<file path="src/rtl/instr_encoder.sv">
// RV32I instruction encoder: packs opcode/register/funct fields and a 32-bit immediate
// into an instruction word, tagged with a running word address, through a two-stage valid/ready pipe.
module instr_encoder #(
  parameter int ADDR_W = 32,
  parameter int ERR_W  = 8
) (
  input  logic              clk,
  input  logic              rst,
  input  logic              in_valid,
  output logic              in_ready,
  input  logic [2:0]        fmt,
  input  logic [6:0]        opcode,
  input  logic [4:0]        rd,
  input  logic [4:0]        rs1,
  input  logic [4:0]        rs2,
  input  logic [2:0]        funct3,
  input  logic [6:0]        funct7,
  input  logic [31:0]       imm,
  input  logic              addr_load,
  input  logic [ADDR_W-1:0] addr_val,
  output logic              out_valid,
  input  logic              out_ready,
  output logic [31:0]       out_instr,
  output logic [ADDR_W-1:0] out_addr,
  output logic              out_err,
  output logic [ERR_W-1:0]  err_count
);

  localparam logic [31:0] NOP = 32'h0000_0013;

  logic              s1_valid;
  logic [31:0]       s1_instr;
  logic              s1_err;
  logic [ADDR_W-1:0] addr_cnt;
  logic [31:0]       enc_instr;
  logic              enc_err;
  logic              s2_adv;
  logic              s1_adv;
  logic              s1_move;

  assign s2_adv   = !out_valid || out_ready;
  assign s1_adv   = !s1_valid || s2_adv;
  assign s1_move  = s1_valid && s2_adv;
  assign in_ready = s1_adv;

  // Scatter the immediate per format; the range check flags values whose upper bits
  // would be lost, while the word is still packed from the truncated bits.
  always_comb begin
    enc_instr = NOP;
    enc_err   = 1'b1;
    case (fmt)
      3'd0: begin
        enc_instr = {funct7, rs2, rs1, funct3, rd, opcode};
        enc_err   = 1'b0;
      end
      3'd1: begin
        enc_instr = {imm[11:0], rs1, funct3, rd, opcode};
        enc_err   = (imm[31:11] != '0) && (imm[31:11] != '1);
      end
      3'd2: begin
        enc_instr = {imm[11:5], rs2, rs1, funct3, imm[4:0], opcode};
        enc_err   = (imm[31:11] != '0) && (imm[31:11] != '1);
      end
      3'd3: begin
        enc_instr = {imm[12], imm[10:5], rs2, rs1, funct3, imm[4:1], imm[11], opcode};
        enc_err   = ((imm[31:12] != '0) && (imm[31:12] != '1)) || imm[0];
      end
      3'd4: begin
        enc_instr = {imm[31:12], rd, opcode};
        enc_err   = (imm[11:0] != '0);
      end
      3'd5: begin
        enc_instr = {imm[20], imm[10:1], imm[11], imm[19:12], rd, opcode};
        enc_err   = ((imm[31:20] != '0) && (imm[31:20] != '1)) || imm[0];
      end
      default: begin
        enc_instr = NOP;
        enc_err   = 1'b1;
      end
    endcase
  end

  always_ff @(posedge clk or posedge rst) begin
    if (rst) begin
      s1_valid <= 1'b0;
      s1_instr <= '0;
      s1_err   <= 1'b0;
    end else if (s1_adv) begin
      s1_valid <= in_valid;
      if (in_valid) begin
        s1_instr <= enc_instr;
        s1_err   <= enc_err;
      end
    end
  end

  always_ff @(posedge clk or posedge rst) begin
    if (rst) begin
      out_valid <= 1'b0;
      out_instr <= '0;
      out_addr  <= '0;
      out_err   <= 1'b0;
    end else if (s2_adv) begin
      out_valid <= s1_valid;
      if (s1_valid) begin
        out_instr <= s1_instr;
        out_addr  <= addr_cnt;
        out_err   <= s1_err;
      end
    end
  end

  // A load wins over the +4 step; an entry moving on the same edge keeps the old value.
  always_ff @(posedge clk or posedge rst) begin
    if (rst) begin
      addr_cnt <= '0;
    end else if (addr_load) begin
      addr_cnt <= addr_val & ~{{(ADDR_W-2){1'b0}}, 2'b11};
    end else if (s1_move) begin
      addr_cnt <= addr_cnt + ADDR_W'(4);
    end
  end

  always_ff @(posedge clk or posedge rst) begin
    if (rst) begin
      err_count <= '0;
    end else if (out_valid && out_ready && out_err && (err_count != {ERR_W{1'b1}})) begin
      err_count <= err_count + ERR_W'(1);
    end
  end

endmodule

</file>
<file path="config.mk">
export PLATFORM = sky130hd
export DESIGN_NAME = instr_encoder
export DESIGN_NICKNAME = d
export VERILOG_FILES = /design/src/rtl/instr_encoder.sv
export SDC_FILE = /design/constraint.sdc
export NUM_CORES = 1
export LEC_CHECK = 0
export CAP_MARGIN = 20
export CORE_UTILIZATION = 48
export CTS_CLUSTER_SIZE = 8
export DETAILED_ROUTE_END_ITERATION = 10
export GPL_TIMING_DRIVEN = 1
export PLACE_DENSITY_LB_ADDON = 0.3
export SYNTH_ARGS = -nofsm -noshare
export SYNTH_HDL_FRONTEND = slang
export SYNTH_SLANG_ARGS = --single-unit
</file>
<file path="constraint.sdc">
create_clock -name clk -period 5.73 [get_ports clk]
set_clock_uncertainty 0.2 [all_clocks]
set_input_delay 1.4325 -clock clk [delete_from_list [all_inputs] [get_ports clk]]
set_output_delay 1.4325 -clock clk [all_outputs]
set_load 0.03 [all_outputs]
</file>
==> metrics.md, run 1 <==
| Metric | Value |
|---|---|
| Final instance area | 8800 sq um |
| Status | finished clean |
| Worst Path Buf+Inv | 2 |
| Minimum clock period | 4.48 ns |
| Antenna violation net count after detailed routing | 0 |
| Via count of the first global-routing pass | 5,010 |
| Gate Count Post-Synth | 586 |
| Die Y | 117 microns |
| Io pins | 179 |
| DR pass1 iterations | 5 |
| Largest fanout on the critical path | 4 |
| Place WS | 1.25 ns |
| Metal-1 WL | 6.56 mm |
| Antenna violations before repair | 0 |
| Placer Congestion | 0.910 |
| Sequential fraction of the synthesis area | 0.538 |
| H-tree depth | 4 |
| Synthesized cell area | 6320 sq um |
| Post-synth EDFFs | 0 |
| Synth cell types | 47 |
| WL/cell | 16.9 microns |
| DRC violations left | 0 |
| Total length of routed wires | 15.8 mm |
| Post-synth top area share | 0.538 |
| DIE WIDTH | 117 microns |
| Clk buf depth | 2 |
| Delay-heaviest family, CP | buffers and inverters |
| Met2 routed WL | 7.94 mm |
| Max_cap viols | 0 |
| P_leak | 3.54 nW |
| RSZ-0062 raised after global routing | false |
| Via count | 5,175 |
| DR top layer | met4 |
| Layout area overhead | 39.2% |
| Post-cts repair resize count | 0 |
| Yosys warnings | 0 |
| CP Launch Type | input pin |
| Final period util | 0.782 |
| Vias per cell | 5.52 |
| DRT iter0 DRCs | 353 |
| Share of cells above drive strength 1 | 0.141 |
| Post-synthesis register bit count | 136 |
| Final hold vios | 0 |
| Worst Path Arrival | 2.85 ns |
| Synth top area cells | dfrtp_1 (54%), mux2_2 (11%), xnor2_1 (4.4%), nand2_1 (4.0%), a221oi_1 (3.5%) |
| Worst setup EP type | primary output |
| Crit path required time | 4.10 ns |
| Post-CTS setup repair buffer count | 0 |
| Grt total ovfl | 0 |
| Initial Utilization | 0.497 |
| Slew Viols, Final | 0 |
| TritonCTS clock tree | yes |
| Placed inst area | 8170 sq um |
| Final setup fails | 0 |
| Highest-delay cell along the critical path | clkdlybuf4s50_1 |
| FP Rows | 41 |
| Avg Synthesized Cell Area | 10.8 sq um |
| Power density over the cells | 375 nW/um^2 |
| Synth cell count leaders | dfrtp_1 (136), nand2_1 (67), mux2_2 (60) |
| N_diodes | 0 |
| Nets@finish | 858 |
| Most numerous cell in the Yosys netlist | dfrtp_1 |
| Worst-Margin Slew | 1.00 ns |
| Yosys top cell by area | dfrtp_1 |
| Crit Path Category | in -> out |
| Clock Sink Count | 136 |
| Main flop type after synthesis | dfrtp_1 |
| Clock Pin Slew Worst Setup and Hold Paths | 0.06 ns |
| Clock root cell | clkbuf_16 |
| Min setup slack post-route | 1.25 ns |
| CP most frequent cell | clkdlybuf4s50_1 |
| Worst Hold Class | reg -> reg |
| CTS Buf Count | 17 |
| Die area | 13,600 sq um |
| Met3 wire len | 1.11 mm |
| Crit path cell chain | clkdlybuf4s50_1 -> nand3b_1 -> clkdlybuf4s50_1 |
| Headroom to the max-slew limit | 0.334 |
| GRT Util Overall | 0.243 |
| Skew-Pair Late Insertion Delay | 0.41 ns |
| Setup total negative slack | 0 ns |
| Core area | 12,700 sq um |
| Worst path max stage delay | 0.72 ns |
| First-pass GRT wire length | 25.1 mm |
| Fmax | 0.223 GHz |
| Dpl hpwl | 11.1 mm |
| Asr flop ratio synth | 1.00 |
| Fill count | 1,007 |
| Max VDD drop | 0.196 mV |
| Hold_buf cts | 0 |
| PortBufs | 174 |
| Largest net degree at the start of global routing | 117 |
## worst min-delay path, stage by stage (launching register included)
cell	delay (ns)
dfrtp_1	0.34
nand2_1	0.05
o21ai_0	0.06
## cells in the final DEF, fill, tap and decap left out, types with 8 or more instances in the layout
cell type        count
a221oi_1            25
clkbuf_16           17
clkdlybuf4s50_1    173
dfrtp_1            136
mux2_2              60
mux2i_1              8
nand2_1             66
nand3_1             13
nand4_1             12
nor2_1              58
nor3_1              12
nor4_1              11
o21ai_0             39
o21ai_1             11
xnor2_1             32
## state kept, by name (all words and copies together) (netlist names)
name,flops
s1_err,1
out_valid,1
s1_instr,32
addr_cnt,30
err_count,8
out_err,1
s1_valid,1
out_instr,32
out_addr,30
## path summary, 6_finish.rpt
check | startpoint | end | slack, ns | cells past startpoint
max in group asynchronous | rst | s1_instr[14] | 3.21 | 4
min | s1_instr[22] | s1_instr[22] | 0.27 | 2
min reg2reg | s1_instr[22] | s1_instr[22] | 0.27 | 2
max reg2reg | out_valid | addr_cnt[29] | 3.26 | 5
min in group asynchronous | rst | out_instr[25] | 1.10 | 2
max | out_ready | in_ready | 1.25 | 3
## report_power, final
part	internal (mW)	switching, mW	leakage [nW]	total [mW]
logic	0.429	0.493	1.63	0.923
registers	1.14	0.129	1.63	1.27
clock network	0.686	0.426	0.271	1.11
## metrics by stage
| step | instances | power [mW] | util | hold slack, ns |
|---|---|---|---|---|
| 2_1_floorplan | 587 | 1.78 | - | 0.246 |
| 3_3_place_gp | 904 | 2.18 | 0.643 | 0.257 |
| 3_5_place_dp | 904 | 2.21 | 0.643 | 0.267 |
| 4_1_cts | 936 | 3.32 | 0.690 | 0.279 |
| 5_1_grt | 937 | 3.45 | 0.692 | 0.291 |
| 6_report | 937 | 3.30 | 0.692 | 0.274 |
## cells by family (layout without fill, tap and decap cells)
family / count (synthesis) / count (layout) / share of synthesized area
muxes: 68 / 68 / 0.119
DFF: 136 / 136 / 0.538
AOI/OAI and AO/OA: 95 / 95 / 0.0977
adders and majority gates: 2 / 2 / 0.00396
and+or+nand+nor: 205 / 205 / 0.160
xor gates and xnor gates: 37 / 37 / 0.0512
buffers and inverters: 42 / 220 / 0.0289
other: 1 / 2 / 0.000593
## per-layer routing
metal | GRT usage | vias up
met5 | 0 | -
met4 | 0.0717 | 0
met1 | 0.305 | 2533
li1 | - | 2423
met2 | 0.403 | 199
met3 | 0.0788 | 20
## cell type report
type,instances,area [sq um],area share
multi-input combinational,409,2750,0.312
inverter,9,38.8,0.00441
clock buffer,18,429,0.0487
sequential,136,3400,0.387
clock inverter,14,174,0.0198
tap,172,215,0.0244
timing repair buffer,179,1790,0.204
(Power assumes the default switching activity.)
==> inputs of run 2 (changes only) <==
--- a/config.mk
+++ b/config.mk
@@ -6,7 +6,7 @@
 export NUM_CORES = 1
 export LEC_CHECK = 0
 export CAP_MARGIN = 20
-export CORE_UTILIZATION = 48
+export CORE_UTILIZATION = 43
 export CTS_CLUSTER_SIZE = 8
 export DETAILED_ROUTE_END_ITERATION = 10
 export GPL_TIMING_DRIVEN = 1
==> constraint.sdc (replaced) <==
create_clock -name clk -period 3.6 [get_ports clk]
set_clock_uncertainty 0.2 [all_clocks]
set_input_delay 0.9 -clock clk [delete_from_list [all_inputs] [get_ports clk]]
set_output_delay 0.9 -clock clk [all_outputs]
set_load 0.03 [all_outputs]
==> run 2 against run 1 <==
  * Die area grew 11%
  * Hold slack gained 0.0047 ns
  * Power grew 57%
  * First-iteration DRC count shrank 17%
  * Flip-flop and latch count is the same
  * Final cell count grew 1.5%
  * Cell area grew 0.57%
  * Non-clock buffer count grew 7
  * Combinational power grew 60%
  * Sequential share of layout area shrank 0.22 points
  * Critical path type unchanged
  * Largest cell class unchanged
  * Highest routed layer unchanged
==> metrics.md, run 2 (synthesis gave the netlist of run 1 again) <==
| Metric | Value |
|---|---|
| Dpl hpwl | 11.4 mm (+3.0%) |
| Status | finished clean |
| Slew Viols, Final | 0 (unchanged) |
| Max VDD drop | 0.356 mV (+82%) |
| Most frequent cells in the layout | clkdlybuf4s50_1 (173), dfrtp_1 (136), nand2_1 (66) |
| Clock power share | 0.326 (-0.011) |
| Fmax | 0.298 GHz |
| Hold_buf cts | 0 (unchanged) |
| H-tree depth | 4 (unchanged) |
| CTS Buf Count | 17 (unchanged) |
| Post-cts repair resize count | 0 (unchanged) |
| Post-CTS setup repair buffer count | 0 (unchanged) |
| Most common cell after layout, fill and taps aside | clkdlybuf4s50_1 |
| P_leak | 3.59 nW (+1.3%) |
| Via count | 5,105 (-1.4%) |
| WL/cell | 16.7 microns (-0.97%) |
| Total length of routed wires | 15.9 mm (+0.51%) |
| Biggest regs | out_instr x32, s1_instr x32 |
| DRC violations left | 0 (unchanged) |
| Worst setup EP type | primary output |
| Worst Hold Class | reg -> reg |
| Antenna violation net count after detailed routing | 0 (unchanged) |
| CP Launch Type | input pin |
| Highest-delay cell along the critical path | clkdlybuf4s50_1 |
| Placer Congestion | 0.876 (-3.8%) |
| Clk buf depth | 2 (unchanged) |
| Flop pwr share | 0.389 (+0.005) |
| Minimum clock period | 3.36 ns |
| Crit path cell chain | clkdlybuf4s50_1 -> nand3b_1 -> clkdlybuf4s50_1 |
| Layout area overhead | 40.0% |
| Final instance area | 8850 sq um (+0.57%) |
| Crit Path Category | in -> out |
| Via count of the first global-routing pass | 5,065 (+1.1%) |
| Final setup fails | 0 (unchanged) |
| Largest fanout on the critical path | 4 (unchanged) |
| Power density over the cells | 586 nW/um^2 (+56%) |
| Worst Path Arrival | 2.26 ns (-0.59 ns) |
| Clock root cell | clkbuf_16 |
| Clock Sink Count | 136 (unchanged) |
| Share of cells above drive strength 1 | 0.145 (+0.00409) |
| TritonCTS clock tree | yes |
| Nets@finish | 865 (+0.82%) |
| Headroom to the max-slew limit | 0.350 (+0.0162) |
| Die Y | 123 microns (+5.6%) |
| Initial Utilization | 0.449 (-0.0485) |
| Final hold vios | 0 (unchanged) |
| Largest net degree at the start of global routing | 67 (-43%) |
| Vias per cell | 5.37 (-2.8%) |
| Net Switching | 1.62 mW (+54%) |
| Internal power | 3.57 mW (+58%) |
| DR pass1 iterations | 4 (-1) |
| Final period util | 0.932 |
| Worst-Margin Slew | 0.975 ns (-0.0244 ns) |
| Max_cap viols | 0 (unchanged) |
| Sw frac | 0.311 (-0.00591) |
| FP Rows | 43 (+4.9%) |
| Core area | 14,100 sq um (+11%) |
| Clock Pin Slew Worst Setup and Hold Paths | 0.05 ns (about the same) |
| Die area | 15,200 sq um (+11%) |
| First-pass GRT wire length | 25.1 mm (-0.27%) |
| DRT iter0 DRCs | 294 (-17%) |
| Grt total ovfl | 0 (unchanged) |
| N_diodes | 0 (unchanged) |
| PortBufs | 174 (unchanged) |
| Antenna violations before repair | 0 (unchanged) |
| RSZ-0062 raised after global routing | false |
| Worst Path Buf+Inv | 2 (unchanged) |
| Skew-Pair Late Insertion Delay | 0.42 ns (about the same) |
| CP most frequent cell | clkdlybuf4s50_1 |
| Placed inst area | 8280 sq um (+1.3%) |
| DIE WIDTH | 123 microns (+5.6%) |
| Io pins | 179 (unchanged) |
| Power, Total | 5.19 mW (+57%) |
| Logic pwr share | 0.285 (+0.006) |
| Crit path required time | 2.50 ns (-1.60 ns) |
| Setup total negative slack | 0 ns (unchanged) |
| Delay-heaviest family, CP | buffers and inverters |
| Final Core Density | 0.628 (-0.0639) |
| Worst path max stage delay | 0.70 ns (-0.02 ns) |
| GRT Util Overall | 0.217 (-0.0256) |
-- run 2: changes by cell type in the layout (fill, tap and decap cells not counted) --
cell	before	now
buf_12	0	3
inv_6	3	0
clkbuf_1	1	3
clkinvlp_4	7	2
buf_16	1	0
clkbuf_8	0	3
clkinv_2	1	4
bufinv_16	3	2
buf_4	4	9
-- run 2: power by group through the flow --
stage               Combinational [mW]  Sequential [mW]  Clock [mW]
floorplan                        0.446             2.39           0
global placement                  1.46             2.03           0
global route                      1.57             2.06        1.78
finish                            1.48             2.02        1.69
detailed placement                1.49             2.04           0
CTS                               1.49             2.02        1.72
-- run 2: layout make-up --
| type | instances | area [sq um] |
|---|---|---|
| fillers | 1143 | 5240 |
| repair buffers | 186 | 1860 |
| multi-input cells | 409 | 2750 |
| flip-flops and latches | 136 | 3400 |
| clock buffers | 23 | 478 |
| well taps | 180 | 225 |
| clock inverters | 8 | 96.3 |
| inverters | 9 | 37.5 |
-- run 2: metrics by stage --
| step | setup WS (ns) | hold WS (ns) | cells |
|---|---|---|---|
| after CTS | 0.249 | 0.288 | 951 |
| after global routing | 0.216 | 0.309 | 951 |
| after detailed placement | 0.260 | 0.276 | 920 |
| final | 0.243 | 0.278 | 951 |
| after global placement | 0.257 | 0.257 | 920 |
| after floorplan | 0.807 | 0.246 | 587 |
-- run 2: layer usage --
| layer | vias up | track usage | part of all wire |
|---|---|---|---|
| met3 | 25 | 0.0530 | 0.063 |
| met5 | - | 0 | 0 |
| met4 | 0 | 0.0783 | 0.018 |
| met2 | 184 | 0.373 | 0.49 |
| met1 | 2466 | 0.265 | 0.43 |
| li1 | 2430 | - | - |
-- run 2: path summary, 6_finish.rpt --
kind / cells past startpoint / from / slack, ns / end
max reg2reg: 5 / addr_cnt[9] / 1.40 / addr_cnt[29]
max in group asynchronous: 3 / rst / 1.96 / out_addr[26]
min in group asynchronous: 2 / rst / 0.61 / err_count[1]
min reg2reg: 2 / s1_instr[20] / 0.28 / s1_instr[20]
min: 2 / s1_instr[20] / 0.28 / s1_instr[20]
max: 3 / out_ready / 0.24 / in_ready
-- run 2: worst min-delay path: cells and delay by family (launching register included) --
kind | cells | cell delay [ns]
and+or+nand+nor | 1 | 0.05
AOI/OAI and AO/OA | 1 | 0.06
DFF | 1 | 0.34
